<file path="config.mk">
export PLATFORM = sky130hd
export DESIGN_NAME = des_key_schedule_seq
export DESIGN_NICKNAME = d
export VERILOG_FILES = /design/src/rtl/des_key_schedule_seq.sv
export SDC_FILE = /design/constraint.sdc
export NUM_CORES = 1
export LEC_CHECK = 0
export CAP_MARGIN = 5
export CORE_MARGIN = 10
export CORE_UTILIZATION = 24
export CTS_BUF_LIST = sky130_fd_sc_hd__clkbuf_16
export DETAILED_ROUTE_END_ITERATION = 8
export PLACE_DENSITY = 0.45
export SYNTH_ARGS = -nofsm -noshare
export SYNTH_HDL_FRONTEND = slang
export SYNTH_SLANG_ARGS = --single-unit
</file>
<file path="constraint.sdc">
create_clock -name CLK -period 2.29 [get_ports CLK]
set_input_delay 0.5725 -clock CLK [delete_from_list [all_inputs] [get_ports CLK]]
set_output_delay 0.5725 -clock CLK [all_outputs]
set_load 0.005 [all_outputs]
</file>
<file path="src/rtl/des_key_schedule_seq.sv">
// Purpose: DES subkey sequencer; loads a key and streams K1..K16 (or K16..K1) one per handshake.
// Latency: first subkey valid 1 cycle after START; one subkey per cycle while SUBKEY_READY is high.
// Backpressure: SUBKEY/ROUND hold while SUBKEY_READY=0; START ignored whenever BUSY.
//
// Ports:
//   CLK, RESET_BAR          rising-edge clock, asynchronous active-low reset
//   START, DECRYPT, KEY     load request (sampled in IDLE only), order select, FIPS key [64:1]
//   SUBKEY, SUBKEY_VALID,   current 48-bit subkey [48:1] and its valid/ready handshake
//   SUBKEY_READY
//   ROUND, LAST             subkey index (0 = K1), marker for the 16th subkey of the stream
//   BUSY, DONE              not-idle flag, one-cycle pulse after the 16th handshake
module des_key_schedule_seq (
  input  logic        CLK,
  input  logic        RESET_BAR,
  input  logic        START,
  input  logic        DECRYPT,
  input  logic [64:1] KEY,
  output logic [48:1] SUBKEY,
  output logic        SUBKEY_VALID,
  input  logic        SUBKEY_READY,
  output logic [4:1]  ROUND,
  output logic        LAST,
  output logic        BUSY,
  output logic        DONE
);

  typedef enum logic [1:0] {IDLE = 2'd0, RUN = 2'd1, DONE_ST = 2'd2} state_t;

  // FIPS 46-3 permuted choice tables, entries are 1-based FIPS bit numbers.
  localparam int PC1 [56] = '{
    57, 49, 41, 33, 25, 17,  9,  1, 58, 50, 42, 34, 26, 18,
    10,  2, 59, 51, 43, 35, 27, 19, 11,  3, 60, 52, 44, 36,
    63, 55, 47, 39, 31, 23, 15,  7, 62, 54, 46, 38, 30, 22,
    14,  6, 61, 53, 45, 37, 29, 21, 13,  5, 28, 20, 12,  4
  };
  localparam int PC2 [48] = '{
    14, 17, 11, 24,  1,  5,  3, 28, 15,  6, 21, 10,
    23, 19, 12,  4, 26,  8, 16,  7, 27, 20, 13,  2,
    41, 52, 31, 37, 47, 55, 30, 40, 51, 45, 33, 48,
    44, 49, 39, 56, 34, 53, 46, 42, 50, 36, 29, 32
  };

  // C and D keep FIPS bit 1 in the MSB, so FIPS bit n of {c,d} sits at index 56-n.
  function automatic logic [55:0] pc1_map(input logic [64:1] k);
    logic [55:0] r;
    r = '0;
    for (int i = 0; i < 56; i++) r[55-i] = k[65-PC1[i]];
    return r;
  endfunction

  function automatic logic [47:0] pc2_map(input logic [55:0] cd);
    logic [47:0] r;
    r = '0;
    for (int i = 0; i < 48; i++) r[47-i] = cd[56-PC2[i]];
    return r;
  endfunction

  function automatic logic [27:0] rot_left(input logic [27:0] x, input logic two);
    return two ? {x[25:0], x[27:26]} : {x[26:0], x[27]};
  endfunction

  function automatic logic [27:0] rot_right(input logic [27:0] x, input logic two);
    return two ? {x[1:0], x[27:2]} : {x[0], x[27:1]};
  endfunction

  // shift[k] for k = 1..16 is 1 at rounds 1, 2, 9, 16 and 2 elsewhere.
  function automatic logic shift_is_two(input logic [4:0] k);
    return !((k == 5'd1) || (k == 5'd2) || (k == 5'd9) || (k == 5'd16));
  endfunction

  state_t      state, state_nxt;
  logic [27:0] c, d;
  logic [3:0]  step;
  logic        mode;
  logic [55:0] key_cd;
  logic        load, hs, adv;
  logic        enc_two, dec_two;

  assign key_cd  = pc1_map(KEY);
  assign load    = (state == IDLE) && START;
  assign hs      = (state == RUN) && SUBKEY_READY;
  assign adv     = hs && (step != 4'd15);
  // Encryption walks forward to shift[step+2]; decryption unwinds shift[16-step].
  assign enc_two = shift_is_two({1'b0, step} + 5'd2);
  assign dec_two = shift_is_two(5'd16 - {1'b0, step});

  // State register
  always_ff @(posedge CLK or negedge RESET_BAR) begin
    if (!RESET_BAR) state <= IDLE;
    else            state <= state_nxt;
  end

  // Next-state logic
  always_comb begin
    state_nxt = state;
    case (state)
      IDLE:    if (START) state_nxt = RUN;
      RUN:     if (hs && (step == 4'd15)) state_nxt = DONE_ST;
      DONE_ST: state_nxt = IDLE;
      default: state_nxt = IDLE;
    endcase
  end

  // Output logic
  always_comb begin
    SUBKEY_VALID = (state == RUN);
    BUSY         = (state != IDLE);
    DONE         = (state == DONE_ST);
    LAST         = (state == RUN) && (step == 4'd15);
    ROUND        = '0;
    if (state == RUN) ROUND = mode ? (4'd15 - step) : step;
  end

  // Key halves and step counter. Encryption pre-rotates by shift[1] at load so K1
  // is presented first; decryption starts from C16 = C0 without any rotation.
  always_ff @(posedge CLK or negedge RESET_BAR) begin
    if (!RESET_BAR) begin
      c    <= '0;
      d    <= '0;
      step <= '0;
      mode <= 1'b0;
    end else if (load) begin
      c    <= DECRYPT ? key_cd[55:28] : rot_left(key_cd[55:28], 1'b0);
      d    <= DECRYPT ? key_cd[27:0]  : rot_left(key_cd[27:0], 1'b0);
      step <= '0;
      mode <= DECRYPT;
    end else if (adv) begin
      step <= step + 4'd1;
      if (mode) begin
        c <= rot_right(c, dec_two);
        d <= rot_right(d, dec_two);
      end else begin
        c <= rot_left(c, enc_two);
        d <= rot_left(d, enc_two);
      end
    end
  end

  assign SUBKEY = pc2_map({c, d});

endmodule

</file>
==> results.cfg <==
[timing]
setup-violations-final = 0
slew_headroom_pct = 67.4
min_period_ns = 2.20
finalHoldViolCount = 0
worst_slack_ns = 0.0943
slew_violations = 0
fmax_mhz = 455
post-route-period-util_pct = 95.9
worstMarginPinSlew_ns = 0.489
rsz0062_at_grt = no
whs_ns = 0.196
setup_tns_ns = 0
skew_ns = 0.00842

[worst_hold_path]
hp-class = in -> async

[grt]
grt_antenna_before_repair = 0
grt_pass1_vias = 4972
gr-total-overflow = 0
grt_pass1_wl_um = 28000
grt_max_degree = 43
grt_use_total_pct = 11.9

[placed_design]
dp_hpwl_um = 12700
port_buffers = 116
dp_worst_setup_slack_ns = -0.00708
gp_congestion = 0.805
placed_area_um2 = 6680
place_inst = 899

[final_layout]
fin_util_pct = 31.0
regArea_um2 = 1580
fin_area_um2 = 7010
finalNonFillerCells = 916
diodes = 0
multi_input_area_um2 = 3210
nNetsFinal = 704
area_growth_pct = 26.7
nFillCells = 2359
drive_above_1_share_pct = 10.5

[critical_path]
reg2reg_to = c[21]
cp.required_ns = 1.72
worstPathCellList = buf_4 -> ha_2 -> nand3_1 -> nor2_1 -> dlygate4sd2_1
start_kind = flip-flop
reg2reg_depth = 8
arrival_ns = 1.62
path_class = reg -> out
critical-path-top-delay-family = buffers and inverters
rrSetupSlack_ns = 0.13
slowest_delay_ns = 0.41
path_max_fanout = 4
cp_slowest_cell = dfrtp_1
cp-end-kind = output pin
path_buf_inv = 2
r2r-start = step[1]

[detailed_routing]
final_antenna_net_count = 0
firstDrtPassIters = 6
routed_wl_um = 17800
drc = 0
viasPerCell = 5.08
drt_iter0_drc = 203
wl_per_cell_um = 19.4
vias = 4651

[yosys]
syn_nets = 643
yosys_warnings = 0
synth_area_um2 = 5540
avgSynthCellArea_um2 = 9.76
synth_seq_cells = 63
synth.distinct_cells = 36
seq_area_frac_synth_pct = 28.5
synthCells = 567

[floorplanning]
dieWidth_um = 172
core-area_um2 = 22600
fp-row-count = 55
ios = 125
dieArea_um2 = 29500
start_util_pct = 24.4
die_y_um = 172

[flow_run]
maxCapViolations = 0

[clocking]
insertion_delay_ns = 0.33
cts.reportedPaths.clkPinSlew_ns = 0.05
clockBufferDepth = 2
cts_tree = done
holdBufCountCts = 0
numClockSinks = 63
cts_root_buf = clkbuf_16
cts_max_level = 3
cts_buffers = 9

[status]
status = finished clean

[power]
power.leakage_nw = 2.72
p_total_mw = 9.41
max-vdd-ir-drop_mv = 0.582
power_density_nw_per_um2 = 1340
-- what timing repair did --
item	4_1_cts	5_1_grt
resized for setup	3	8
setup endpoints to repair	3	52
pin swaps	0	3
buffers inserted	1	1
gates cloned	0	1
-- Yosys cell counts, drive strengths merged --
cell	count	area (um2)
mux2i	166	1660
buf	73	674
nor2	68	255
dfrtp	63	1580
a31oi	55	344
o221ai	55	488
clkbuf	28	105
nand2	10	37.5
ha	7	87.6
inv	7	26.3
xnor2	6	52.6
nand3	4	25.0
nand2b	3	28.8
nor3	3	15.0
a21oi	2	10.0
and2	2	12.5
and3	2	17.5
mux2	2	22.5
nand3b	2	15.0
o31ai	2	15.0
nor2b	1	6.26
o21ai	1	5.00
o221a	1	11.3
o311ai	1	16.3
o32a	1	11.3
or3	1	6.26
xor2	1	8.76
-- layout make-up --
cell class / instances / share of cell area (%)
tap: 285 / 5.08
multi-input combinational: 396 / 45.8
timing repair buffer: 151 / 22.8
inverter: 7 / 0.375
clock inverter: 5 / 0.285
clock buffer: 9 / 3.21
sequential: 63 / 22.5
-- logic make-up (layout without fill, tap and decap cells) --
kind of cell / after synthesis / in the layout / share of synthesized area, %
compound gates: 118 / 118 / 16.3
xor+xnor: 7 / 7 / 1.11
fa+ha+maj: 7 / 7 / 1.58
buf+inv: 108 / 172 / 14.6
flops: 63 / 63 / 28.5
mux: 168 / 168 / 30.4
simple gates: 96 / 96 / 7.57
-- routing by layer --
metal,vias up,share of wire (%),routed length [um],GRT usage [%]
li1,2218,-,-,-
met1,2292,44,7850,14.6
met2,124,48,8500,20.0
met3,17,6.8,1200,3.51
met4,0,1.4,249,3.00
met5,-,0,0,0
-- cell usage in the layout, fill, tap and decap left out, types with 2 or more instances in the layout --
cell type	synthesis	layout
clkdlybuf4s50_1	0	110
clkinv_1	0	2
nand3_1	3	2
nand3_2	1	2
a21oi_1	2	2
mux2_2	2	2
buf_4	49	23
nor3_1	3	3
a31oi_1	55	55
and2_1	2	2
nand2b_2	1	2
o221ai_1	54	54
clkbuf_16	0	10
ha_1	7	5
inv_2	1	2
dlymetal6s2s_1	0	3
dfrtp_1	63	62
mux2i_1	166	165
o31ai_1	2	2
inv_1	6	7
buf_12	12	11
nand3b_1	2	2
nor2_1	68	68
xnor2_1	6	6
nand2_1	10	8
-- power breakdown --
part	switching, mW	internal, mW
clock network	0.484	0.702
registers	0.767	1.61
logic	2.74	3.11
total	3.99	5.42
-- how the worst max path moves through the flow --
stage / startpoint / end / slack [ns] / cells past startpoint
after floorplan: step[1] / c[20] / 0.10 / 8
after global placement: step[1] / c[0] / 0.01 / 7
after detailed placement: step[1] / c[0] / -0.007 / 7
after CTS: step[1] / c[0] / 0.02 / 7
after global routing: step[1] / LAST / 0.009 / 5
final: step[1] / LAST / 0.09 / 5
-- state kept, by name, summed over array words and instances (netlist names) --
name	count
c	28
mode	1
state	2
step	4
d	28
No activity file was read; power rests on OpenSTA's default activity.
